File: src/rtl/alu_arbiter.sv
// rtl/alu_arbiter.sv - two-port arbiter sharing one external combinational ALU (IDLE/EXEC/RESP)
// Define ALU_ARB_RR_EN for round-robin arbitration; default build is fixed priority, port 0 wins.
module alu_arbiter (
   input  logic        clk,
   input  logic        reset,
   input  logic        req0_valid,
   input  logic        req1_valid,
   output logic        req0_ready,
   output logic        req1_ready,
   input  logic [31:0] req0_a,
   input  logic [31:0] req0_b,
   input  logic [31:0] req1_a,
   input  logic [31:0] req1_b,
   input  logic [2:0]  req0_op,
   input  logic [2:0]  req1_op,
   output logic        rsp0_valid,
   output logic        rsp1_valid,
   input  logic        rsp0_ready,
   input  logic        rsp1_ready,
   output logic [31:0] rsp_result,
   output logic [31:0] alu_srcA,
   output logic [31:0] alu_srcB,
   output logic [2:0]  alu_control,
   input  logic [31:0] alu_result,
   output logic [15:0] op_count
);

   typedef enum logic [1:0] {
      IDLE = 2'd0,
      EXEC = 2'd1,
      RESP = 2'd2
   } state_t;

   state_t      state_q, state_d;
   logic [31:0] a_q, a_d;
   logic [31:0] b_q, b_d;
   logic [2:0]  op_q, op_d;
   logic        gnt_q, gnt_d;
   logic [31:0] rsp_result_q, rsp_result_d;
   logic [15:0] op_count_q, op_count_d;
   logic        any_req;
   logic        accept;
   logic        sel;
   logic        rsp_hs;

   assign any_req = req0_valid | req1_valid;
   assign accept  = (state_q == IDLE) && any_req;
   assign rsp_hs  = (state_q == RESP) && (gnt_q ? rsp1_ready : rsp0_ready);

`ifdef ALU_ARB_RR_EN
   // rr_ptr_q names the port favoured on a tie; it flips away from whoever was last granted
   logic rr_ptr_q, rr_ptr_d;

   always_comb begin
      if (req0_valid && req1_valid) sel = rr_ptr_q;
      else                          sel = ~req0_valid;
      rr_ptr_d = accept ? ~sel : rr_ptr_q;
   end

   always_ff @(posedge clk) begin
      if (reset) rr_ptr_q <= 1'b0;
      else       rr_ptr_q <= rr_ptr_d;
   end
`else
   always_comb sel = ~req0_valid;
`endif

   always_ff @(posedge clk) begin
      if (reset) state_q <= IDLE;
      else       state_q <= state_d;
   end

   always_comb begin
      state_d = state_q;
      case (state_q)
         IDLE:    if (accept) state_d = EXEC;
         EXEC:    state_d = RESP;
         RESP:    if (rsp_hs) state_d = IDLE;
         default: state_d = IDLE;
      endcase
   end

   always_comb begin
      req0_ready = accept && !sel;
      req1_ready = accept && sel;
      rsp0_valid = (state_q == RESP) && !gnt_q;
      rsp1_valid = (state_q == RESP) && gnt_q;
   end

   always_comb begin
      a_d          = a_q;
      b_d          = b_q;
      op_d         = op_q;
      gnt_d        = gnt_q;
      rsp_result_d = rsp_result_q;
      op_count_d   = op_count_q;
      if (accept) begin
         gnt_d = sel;
         a_d   = sel ? req1_a  : req0_a;
         b_d   = sel ? req1_b  : req0_b;
         op_d  = sel ? req1_op : req0_op;
      end
      if (state_q == EXEC) rsp_result_d = alu_result;
      if (rsp_hs)          op_count_d   = op_count_q + 16'd1;
   end

   always_ff @(posedge clk) begin
      if (reset) begin
         a_q          <= '0;
         b_q          <= '0;
         op_q         <= '0;
         gnt_q        <= 1'b0;
         rsp_result_q <= '0;
         op_count_q   <= '0;
      end else begin
         a_q          <= a_d;
         b_q          <= b_d;
         op_q         <= op_d;
         gnt_q        <= gnt_d;
         rsp_result_q <= rsp_result_d;
         op_count_q   <= op_count_d;
      end
   end

   // ALU operands come only from the latched registers, never straight from the request ports
   assign alu_srcA    = a_q;
   assign alu_srcB    = b_q;
   assign alu_control = op_q;
   assign rsp_result  = rsp_result_q;
   assign op_count    = op_count_q;

endmodule

File: config.mk
export PLATFORM = sky130hd
export DESIGN_NAME = alu_arbiter
export DESIGN_NICKNAME = d
export VERILOG_FILES = /design/src/rtl/alu_arbiter.sv
export SDC_FILE = /design/constraint.sdc
export NUM_CORES = 1
export LEC_CHECK = 0
export BUFFER_PORTS_ARGS = -buffer_cell sky130_fd_sc_hd__buf_2
export CAP_MARGIN = 10
export CORE_AREA = 2 2 113 115
export DETAILED_ROUTE_END_ITERATION = 10
export DIE_AREA = 0 0 115 117
export PLACE_DENSITY = 0.74
export SLEW_MARGIN = 20
export SYNTH_ARGS = -nofsm -noshare
export SYNTH_HDL_FRONTEND = slang
export SYNTH_SLANG_ARGS = --single-unit
File: constraint.sdc
create_clock -name clk -period 2.7 [get_ports clk]
set_clock_uncertainty 0.15 [all_clocks]
set_input_delay 0.27 -clock clk [delete_from_list [all_inputs] [get_ports clk]]
set_output_delay 0.27 -clock clk [all_outputs]
set_load 0.01 [all_outputs]
==> results of run 1 <==
## sequential cells by signal, indices dropped and copies added (netlist names)
signal       flops
alu_control      3
gnt_q            1
alu_srcA        32
rsp_result      32
state_q          2
alu_srcB        32
op_count        16
## per-stage QoR
step | hold slack [ps] | cells
CTS | 0.158 | 1095
floorplan | 256 | 548
detailed placement | 294 | 948
finish | 3.84 | 1096
global placement | 289 | 948
global route | 10.6 | 1096
## Yosys cell counts, drive strengths merged
cell,n
dfxtp,118
a21oi,106
nand2,68
a22oi,67
nand3b,67
clkbuf,42
nor2,17
buf,10
xnor2,9
o21ai,7
or3,7
nand3,6
nor3,4
and2,2
and4,2
nand2b,2
nand4,2
nor4,2
nor4b,2
and2b,1
ha,1
mux2i,1
nand4b,1
nor2b,1
nor3b,1
o21a,1
xor2,1
## worst register-to-register path, cell delays in order, from the launching register on
cell	delay, ps
dfxtp_1	360
nor2_1	270
and2_2	480
buf_12	270
a22oi_1	130
a21oi_1	180
dlygate4sd3_1	580
## path summary, 6_finish.rpt
| kind | endpoint | slack (ps) | depth (start not counted) | from |
|---|---|---|---|---|
| setup / recovery | alu_srcB[15] | 210 | 6 | state_q[1] |
| hold / removal | alu_control[0] | 4 | 3 | req1_op[0] |
| setup reg to reg | alu_srcB[15] | 210 | 6 | state_q[1] |
| hold reg to reg | rsp_result[18] | 300 | 2 | rsp_result[18] |
## per-layer routing
metal | up-vias | GRT usage | wire (µm)
met4 | 0 | 0.0980 | 408
met5 | - | 0 | 0
met3 | 36 | 0.0881 | 1460
met1 | 2760 | 0.288 | 7040
li1 | 2739 | - | -
met2 | 276 | 0.464 | 9210
## cell families after synthesis
group	share of synthesized area
simple gates	0.220
compound gates	0.224
flops	0.491
buf+inv	0.0424
xor+xnor	0.0182
mux	0.00208
fa+ha+maj	0.00260
## area by class of cell
class / count / area (µm²)
antenna: 1 / 2.50
clock buffer: 24 / 502
clock inverter: 8 / 95.1
fill: 967 / 4190
multi-input combinational: 378 / 2260
sequential: 118 / 2360
tap: 150 / 188
timing repair buffer: 417 / 2720
## layout by cell type, fill, tap and decap left out, drive strengths merged, types with 2 or more instances in the layout
| cell | n |
|---|---|
| nor4 | 2 |
| nand2b | 2 |
| buf | 302 |
| and2 | 2 |
| clkinvlp | 2 |
| nor2 | 17 |
| o21ai | 7 |
| nor4b | 2 |
| clkinv | 4 |
| dlygate4sd3 | 115 |
| and4 | 2 |
| or3 | 7 |
| nand3 | 6 |
| clkbuf | 24 |
| a21oi | 106 |
| nand4 | 2 |
| a22oi | 67 |
| nand2 | 68 |
| nor3 | 4 |
| dfxtp | 118 |
| bufinv | 2 |
| nand3b | 67 |
| xnor2 | 9 |
## where the power goes
part           internal, mW  switching (mW)  leakage (nW)  total [mW]
Clock                  1.48           0.768         0.292        2.24
Sequential             1.88          0.0731         0.968        1.95
Combinational         0.479           0.511          2.45       0.990
==> metrics.csv, run 1 <==
stage,metric,value,unit
setup_path,"delay-heaviest family, CP",buffers and inverters,
detailed_routing,routed wire length,18.1,mm
synth,Ys Warns,0,
setup_path,CP max-delay cell,dlygate4sd3_1,
setup_path,Worst Path Arrival,2670,ps
place,Detailed Place HPWL,10.8,mm
cts,postcts setup bufs,0,
setup_path,Buf/Inv on CP,2,
sta,Tcrit/Tclk final,0.920,
sta,fin. max-slew vios,0,
setup_path,type of origin of the critical path,flop,
cts,maximum root-to-sink buffer count,2,
sta,RSZ-0062 raised after global routing,false,
synth,Synth Area per Inst,8.77,µm²
synth,Area contributors post-synth,"dfxtp_1 49%, a21oi_1 11%, a22oi_1 10%, nand3b_1 10%, nand2_1 5.3%",
cts,CTS tree,done,
power,Pwr Density,638,mW/mm²
detailed_routing,DRT iter0 DRCs,463,
final_layout,layout cells sized above 1,0.358,
place,GPL Wtd Cong,0.784,
sta,final worst setup slack,215,ps
detailed_routing,vias,5811,
cts,CTS H-tree lvls,4,
die,# rows,41,
cts,# clock sinks,118,
setup_path,CP cell instances,nor2_1 -> and2_2 -> buf_12 -> a22oi_1 -> a21oi_1 -> dlygate4sd3_1,
power,leak pwr,3.71,nW
setup_path,Worst Path Required,2890,ps
synth,"flops & latches, synth",118,
job,# Max-Cap Violations,0,
final_layout,Final Cell Area,0.00813,mm²
synth,largest area contributor in the netlist,dfxtp_1,
global_routing,GRT Util Overall,0.260,
synth,Synthesized Nets,721,
outcome,status,"finished, final reports clean",
die,core area,0.0123,mm²
place,placed instance area,0.00637,mm²
setup_path,Worst setup EP type,flop,
global_routing,vias in the first global route,5805,
power,Design Power,5.18,mW
place,Post-Place Setup Slack,807,ps
sta,worst-margin pin slew,652,ps
final_layout,P&R area growth vs syn,69.0,%
cts,clk root buf,clkbuf_16,
cts,Clock Latency Late Sink,400,ps
detailed_routing,DRC errors left,0,
power,Peak VDD IR,536,µV
synth,Mapped Area,0.00481,mm²
cts,CTS Buf Count,17,
die,io pins,291,
global_routing,initial antenna violation count,1,
final_layout,fin util,0.660,
min_path,Hold Path Class,in2reg,
synth,area fraction of the dominant cell type after synthesis,0.491,
die,Die Wd,115,µm
detailed_routing,drt first pass iters,5,
setup_path,CP Class,reg2reg,
cts,post-cts hold buffer count,115,
place,Port Buffers,290,
die,die area,0.0135,mm²
detailed_routing,ANT nets after route,0,
global_routing,pin count of the biggest net entering global routing,76,
global_routing,total gr overflow,0,
synth,Cells after Synth,548,
synth,"Seq/Total Area, Yosys",0.491,
sta,min Tclk post-route,2490,ps
die,Die Ht,117,µm
sta,# setup viols final,0,
setup_path,CP max FO,39,
sta,achievable frequency,0.402,GHz
sta,Final Hold Violating Endpoints,0,
synth,Cell variety after synth,30,
setup_path,largest stage delay on the critical path,580,ps
global_routing,first-pass GRT wire length,27.6,mm
cts,Clock transition at path regs,50,ps
detailed_routing,WL per Instance,16.5,µm
cts,post-CTS sizing,0,
die,initial core utilization,0.391,
detailed_routing,Via-to-Cell Ratio,5.30,
sta,Slew HR,0.566,
sta,Fin Setup TNS,0,ps
final_layout,Nets,1105,
Note: power is estimated with default switching activity, not from simulation.
==> run 2: changes to the inputs <==
--- a/config.mk
+++ b/config.mk
@@ -7,10 +7,10 @@
 export LEC_CHECK = 0
 export BUFFER_PORTS_ARGS = -buffer_cell sky130_fd_sc_hd__buf_2
 export CAP_MARGIN = 10
-export CORE_AREA = 2 2 113 115
+export CORE_AREA = 2 2 114 116
 export DETAILED_ROUTE_END_ITERATION = 10
-export DIE_AREA = 0 0 115 117
-export PLACE_DENSITY = 0.74
+export DIE_AREA = 0 0 116 118
+export PLACE_DENSITY = 0.73
 export SLEW_MARGIN = 20
 export SYNTH_ARGS = -nofsm -noshare
 export SYNTH_HDL_FRONTEND = slang
==> run 2 against run 1 <==
Against the previous run: via count is 1.7% higher; non-clock buffer count grew 23; first-iteration DRC count is 12% lower; fmax grew 3.1%; total power up 2.0%; largest cell class unchanged; clock power up 2%; critical path depth unchanged; clock-buffer cell count is 2 lower; highest routed layer unchanged; die area is 1.7% higher.
==> metrics.csv, run 2 (same netlist as run 1, synthesis figures left out) <==
stage,metric,value,unit
outcome,status,"finished, final reports clean",
place,Post-Place Cells,969,
setup_path,type of origin of the critical path,flop,
global_routing,pin count of the biggest net entering global routing,69,
global_routing,GRT Util Overall,0.268,
die,die area,0.0137,mm²
detailed_routing,vias,5910,
sta,Fin Setup TNS,0,ps
die,Die Ht,118,µm
place,placed instance area,0.00641,mm²
power,Pwr Density,630,mW/mm²
final_layout,layout cells sized above 1,0.347,
min_path,Hold Path Class,in2reg,
sta,final worst setup slack,288,ps
sta,worst-margin pin slew,656,ps
cts,CTS H-tree lvls,4,
setup_path,FF-to-FF setup slack,290,ps
detailed_routing,DRT iter0 DRCs,408,
final_layout,post-route insts no fill,1139,
sta,# setup viols final,0,
cts,CTS Buf Count,17,
setup_path,Worst setup EP type,flop,
detailed_routing,WL per Instance,16.5,µm
setup_path,Worst Path Required,2900,ps
sta,Slew HR,0.563,
setup_path,CP max FO,39,
final_layout,"most common cell after layout, fill and taps aside",buf_2,
detailed_routing,routed wire length,18.8,mm
die,# rows,41,
final_layout,final antenna diode count,0,
power,Peak VDD IR,538,µV
place,Port Buffers,290,
cts,Clock Latency Late Sink,410,ps
cts,post-CTS sizing,0,
final_layout,Nets,1128,
detailed_routing,ANT nets after route,0,
global_routing,vias in the first global route,6137,
cts,clk root buf,clkbuf_16,
final_layout,P&R area growth vs syn,74.7,%
sta,fin. max-slew vios,0,
final_layout,fin util,0.676,
global_routing,total gr overflow,0,
place,GPL Wtd Cong,0.779,
sta,min Tclk post-route,2410,ps
cts,maximum root-to-sink buffer count,2,
setup_path,CP Class,reg2reg,
place,Detailed Place HPWL,10.6,mm
global_routing,initial antenna violation count,0,
cts,CTS tree,done,
job,# Max-Cap Violations,0,
sta,Tcrit/Tclk final,0.893,
place,Post-Place Setup Slack,789,ps
sta,Final Hold Violating Endpoints,0,
detailed_routing,drt first pass iters,6,
die,Die Wd,116,µm
sta,RSZ-0062 raised after global routing,false,
die,io pins,291,
global_routing,first-pass GRT wire length,29.1,mm
cts,# clock sinks,118,
setup_path,Worst Path Arrival,2620,ps
power,leak pwr,3.84,nW
detailed_routing,DRC errors left,0,
die,initial core utilization,0.387,
final_layout,"commonest cells after routing, fill and taps aside","289 x buf_2, 139 x dlygate4sd3_1, 118 x dfxtp_1",
sta,achievable frequency,0.415,GHz
cts,Clock transition at path regs,60,ps
final_layout,Final Cell Area,0.00840,mm²
detailed_routing,Via-to-Cell Ratio,5.19,
die,core area,0.0124,mm²
## run 2: cell types whose count changed in the layout (fill, tap and decap cells not counted)
cell / before / now
clkbuf_8: 5 / 3
dlygate4sd3_1: 115 / 139
buf_12: 2 / 3
diode_2: 1 / 0
buf_4: 11 / 9
bufinv_16: 2 / 3
## run 2: layer usage
layer  global-route usage  routed length [µm]  up-vias  part of all wire
met2                0.472                9500      323              0.51
met4                0.124                 552        0             0.029
met5                    0                   0        -                 0
met3               0.0973                1760       59             0.094
li1                     -                   -     2787                 -
met1                0.279                6940     2741              0.37
## run 2: through the flow
stage,power (mW),hold WS [ps]
2_1_floorplan,2.43,256
3_3_place_gp,2.80,291
3_5_place_dp,2.81,294
4_1_cts,5.29,0.430
5_1_grt,5.50,10.5
6_report,5.29,16.4
## run 2: timing repair
action,CTS,global route
hold buffers,139,0
setup buffers,0,0
hold endpoints to repair,99,0
setup endpoints to repair,0,0
## run 2: area by class of cell
type / instances / area [µm²]
clock buffers: 22 / 474
clock inverters: 9 / 125
fillers: 932 / 4020
multi-input cells: 378 / 2260
flip-flops and latches: 118 / 2360
well taps: 172 / 215
repair buffers: 440 / 2970
## run 2: path summary, 6_finish.rpt
check | from | to | cells past startpoint
setup / recovery | state_q[1] | alu_srcB[12] | 6
hold reg to reg | rsp_result[17] | rsp_result[17] | 2
hold / removal | req0_b[22] | alu_srcB[22] | 3
setup reg to reg | state_q[1] | alu_srcB[12] | 6
## run 2: worst max-delay path: stages, from the launching register on
cell	delay [ps]
dfxtp_1	360
nor2_1	260
and2_2	420
buf_12	270
a22oi_1	110
a21oi_1	200
dlygate4sd3_1	570
## run 2: power by group
part / switching, mW / internal, mW
registers: 0.0757 / 1.88
clock network: 0.776 / 1.51
logic: 0.529 / 0.518
==> run 3: changes to the inputs <==
--- a/config.mk
+++ b/config.mk
@@ -5,11 +5,13 @@
 export SDC_FILE = /design/constraint.sdc
 export NUM_CORES = 1
 export LEC_CHECK = 0
+export ABC_AREA = 1
 export BUFFER_PORTS_ARGS = -buffer_cell sky130_fd_sc_hd__buf_2
 export CAP_MARGIN = 10
 export CORE_AREA = 2 2 114 116
 export DETAILED_ROUTE_END_ITERATION = 10
 export DIE_AREA = 0 0 116 118
+export GPL_ROUTABILITY_DRIVEN = 0
 export PLACE_DENSITY = 0.73
 export SLEW_MARGIN = 20
 export SYNTH_ARGS = -nofsm -noshare
==> run 3 against run 2 <==
Against the previous run: synthesized cell count grew 22%; core utilization increased by 1.5 points; hold slack got worse by 5.9 ps; clock-buffer cell count down 2; non-clock buffer count grew 18; register-to-register slack gained 60 ps; critical path type unchanged; critical endpoint is now alu_srcB[0].
==> metrics.csv, run 3 <==
stage,metric,value,unit
outcome,status,"finished, final reports clean",
power,sequential share of power,0.363,
synth,leading post-synthesis cells by instance count,"242 x nand2_1, 118 x dfxtp_1, 98 x nor2_1, 67 x a31oi_1, 39 x o21ai_0",
min_path,hold path start,req1_a[0],
sta,final worst setup slack,353,ps
synth,Synth Area per Inst,7.14,µm²
synth,Cell variety after synth,23,
cts,# clock sinks,118,
global_routing,met1 GRT Util,0.303,
synth,Synthesized Nets,844,
global_routing,met2 GRT Util,0.481,
setup_path,type of origin of the critical path,flop,
global_routing,initial antenna violation count,0,
sta,Tcrit/Tclk final,0.869,
global_routing,vias in the first global route,6357,
synth,Ys Warns,0,
setup_path,CP max-delay cell,dlygate4sd3_1,
place,placed instance area,0.00634,mm²
place,Post-Place Setup Slack,797,ps
detailed_routing,routed wire length,19.3,mm
setup_path,FF-to-FF path depth,9,
detailed_routing,drt first pass iters,5,
detailed_routing,Via-to-Cell Ratio,4.87,
detailed_routing,DRC errors left,0,
power,Pwr Density,635,mW/mm²
detailed_routing,ANT nets after route,0,
synth,number of synthesized flops with an enable pin,0,
setup_path,CP max FO,30,
synth,fraction of registers with async set/reset,0,
power,switching pwr,1.45,mW
synth,Mapped Area,0.00479,mm²
cts,maximum root-to-sink buffer count,2,
setup_path,CP cell instances,inv_2 -> nand2_1 -> nor2_2 -> nand2_1 -> inv_2 -> buf_4 -> nand2_1 -> a31oi_1 -> dlygate4sd3_1,
die,Die Ht,118,µm
synth,mux cell area share after synthesis,0,
cts,Clock transition at path regs,60,ps
setup_path,RR Startpoint,state_q[0],
cts,CTS H-tree lvls,4,
cts,Clock Latency Late Sink,400,ps
min_path,Hold Path Class,in2reg,
die,Die Wd,116,µm
global_routing,first-pass GRT wire length,30.4,mm
synth,most used flip-flop cell after synthesis,dfxtp_1,
place,Port Buffers,290,
final_layout,"commonest cells after routing, fill and taps aside","290 x buf_2, 242 x nand2_1, 161 x dlygate4sd3_1",
setup_path,Worst Path Required,2890,ps
setup_path,Worst Path Arrival,2540,ps
cts,clk root buf,clkbuf_16,
sta,fin. max-slew vios,0,
global_routing,GRT Util Overall,0.278,
setup_path,CP Class,reg2reg,
sta,Final Hold Violating Endpoints,0,
sta,min Tclk post-route,2350,ps
min_path,Worst Hold Path EP,alu_srcA[0],
power,leak pwr,4.18,nW
final_layout,fin util,0.692,
power,Logic pwr share,0.193,
sta,Fin Setup TNS,0,ps
global_routing,total gr overflow,0,
synth,largest area contributor in the netlist,dfxtp_1,
sta,worst-margin pin slew,1010,ps
setup_path,Buf/Inv on CP,4,
final_layout,post-route insts no fill,1294,
detailed_routing,DRT iter0 DRCs,510,
setup_path,Most common cell on crit path,nand2_1,
power,Pint,4.00,mW
power,sw frac,0.266,
detailed_routing,vias,6306,
setup_path,"delay-heaviest family, CP",buffers and inverters,
setup_path,CP Depth,9,
final_layout,layout cells sized above 1,0.303,
synth,Post-Synth Simple-Gate Area,0.299,
final_layout,"most common cell after layout, fill and taps aside",buf_2,
global_routing,met3 Use GR,0.0783,
die,core area,0.0124,mm²
synth,Synth Area in XOR/XNOR,0.00183,
sta,Slew HR,0.323,
synth,"count leader, synth",nand2_1,
cts,post-CTS sizing,0,
sta,RSZ-0062 raised after global routing,false,
place,Post-Place Cells,1101,
final_layout,Nets,1282,
cts,CTS tree,done,
final_layout,Final Cell Area,0.00859,mm²
sta,achievable frequency,0.426,GHz
sta,# setup viols final,0,
setup_path,FF-to-FF setup slack,350,ps
die,io pins,291,
place,Detailed Place HPWL,11.0,mm
detailed_routing,WL per Instance,14.9,µm
synth,"flops & latches, synth",118,
min_path,worst hold stages,3,
global_routing,pin count of the biggest net entering global routing,73,
setup_path,Worst setup EP type,flop,
synth,"Seq/Total Area, Yosys",0.493,
job,# Max-Cap Violations,0,
global_routing,GRT busiest layer,met2,
synth,Synth Area in Compound Gates,0.137,
synth,post-synthesis adder-cell area fraction,0.00261,
final_layout,P&R area growth vs syn,79.1,%
synth,Area contributors post-synth,"dfxtp_1 49%, nand2_1 19%, a31oi_1 8.7%, nor2_1 7.7%, o21ai_0 4.1%",
die,initial core utilization,0.386,
die,die area,0.0137,mm²
synth,Cells after Synth,671,
synth,area fraction of the dominant cell type after synthesis,0.493,
final_layout,final antenna diode count,0,
cts,CTS Buf Count,17,
die,# rows,41,
power,Peak VDD IR,392,µV
power,Clock Power Share,0.444,
setup_path,largest stage delay on the critical path,590,ps
synth,largest family of logic cells by synthesized area,simple AND/OR/NAND/NOR gates,
setup_path,worst r2r dst,alu_srcB[0],
## run 3: cell count changes after synthesis, moves of 25 or more
cell      before  now
nand2_1       68  242
a21oi_1      106    7
nor2_1        17   98
a22oi_1       67    0
a31oi_1        0   67
nand3b_1      67    0
o21ai_0        6   39
inv_1          0   26
clkbuf_1      42   17
## run 3: routing by layer
| layer | vias to the layer above | part of all wire |
|---|---|---|
| met3 | 68 | 0.085 |
| li1 | 3043 | - |
| met2 | 339 | 0.50 |
| met4 | 0 | 0.036 |
| met5 | - | 0 |
| met1 | 2856 | 0.38 |
## run 3: worst max path at each step
stage                     start             end
global placement          reset  rsp_result[11]
detailed placement        reset  rsp_result[21]
CTS                  state_q[0]    alu_srcA[23]
finish               state_q[0]     alu_srcB[0]
floorplan           op_count[1]     op_count[8]
global route         state_q[0]     alu_srcB[0]
## run 3: worst min-delay path, cell delays in order
cell     delay (ps)
buf_2            80
nand2_1          60
a31oi_1         120
## run 3: logic make-up after synthesis
kind of cell | Yosys count
AO/OA/AOI/OAI | 114
XOR/XNOR | 1
adder cells (fa/ha/maj) | 1
buffers and inverters | 70
flip-flops | 118
AND/OR/NAND/NOR | 367
## run 3: layout make-up
| class | count | area, µm² |
|---|---|---|
| Fill cell | 925 | 3830 |
| Timing Repair Buffer | 458 | 3140 |
| Sequential cell | 118 | 2360 |
| Multi-Input combinational cell | 483 | 2120 |
| Clock buffer | 20 | 457 |
| Tap cell | 172 | 215 |
| Clock inverter | 12 | 176 |
| Inverter | 31 | 116 |
## run 3: metrics by stage
step | power [mW] | hold slack (ps)
final | 5.45 | 10.5
after global placement | 2.79 | 324
after floorplan | 2.42 | 255
after global routing | 5.67 | 15.6
after detailed placement | 2.79 | 326
after CTS | 5.43 | 5.96
## run 3: timing repair
action                                 CTS  global route
setup buffers                            0             0
hold buffers                           161             0
endpoints found under the hold margin   98             0
## run 3: power by group through the flow
stage	logic, mW	clock network (mW)	registers [mW]
finish	1.05	2.42	1.98
global route	1.15	2.53	1.99
CTS	1.02	2.44	1.97
detailed placement	0.791	0	2.00
global placement	0.781	0	2.01
floorplan	0.351	0	2.07
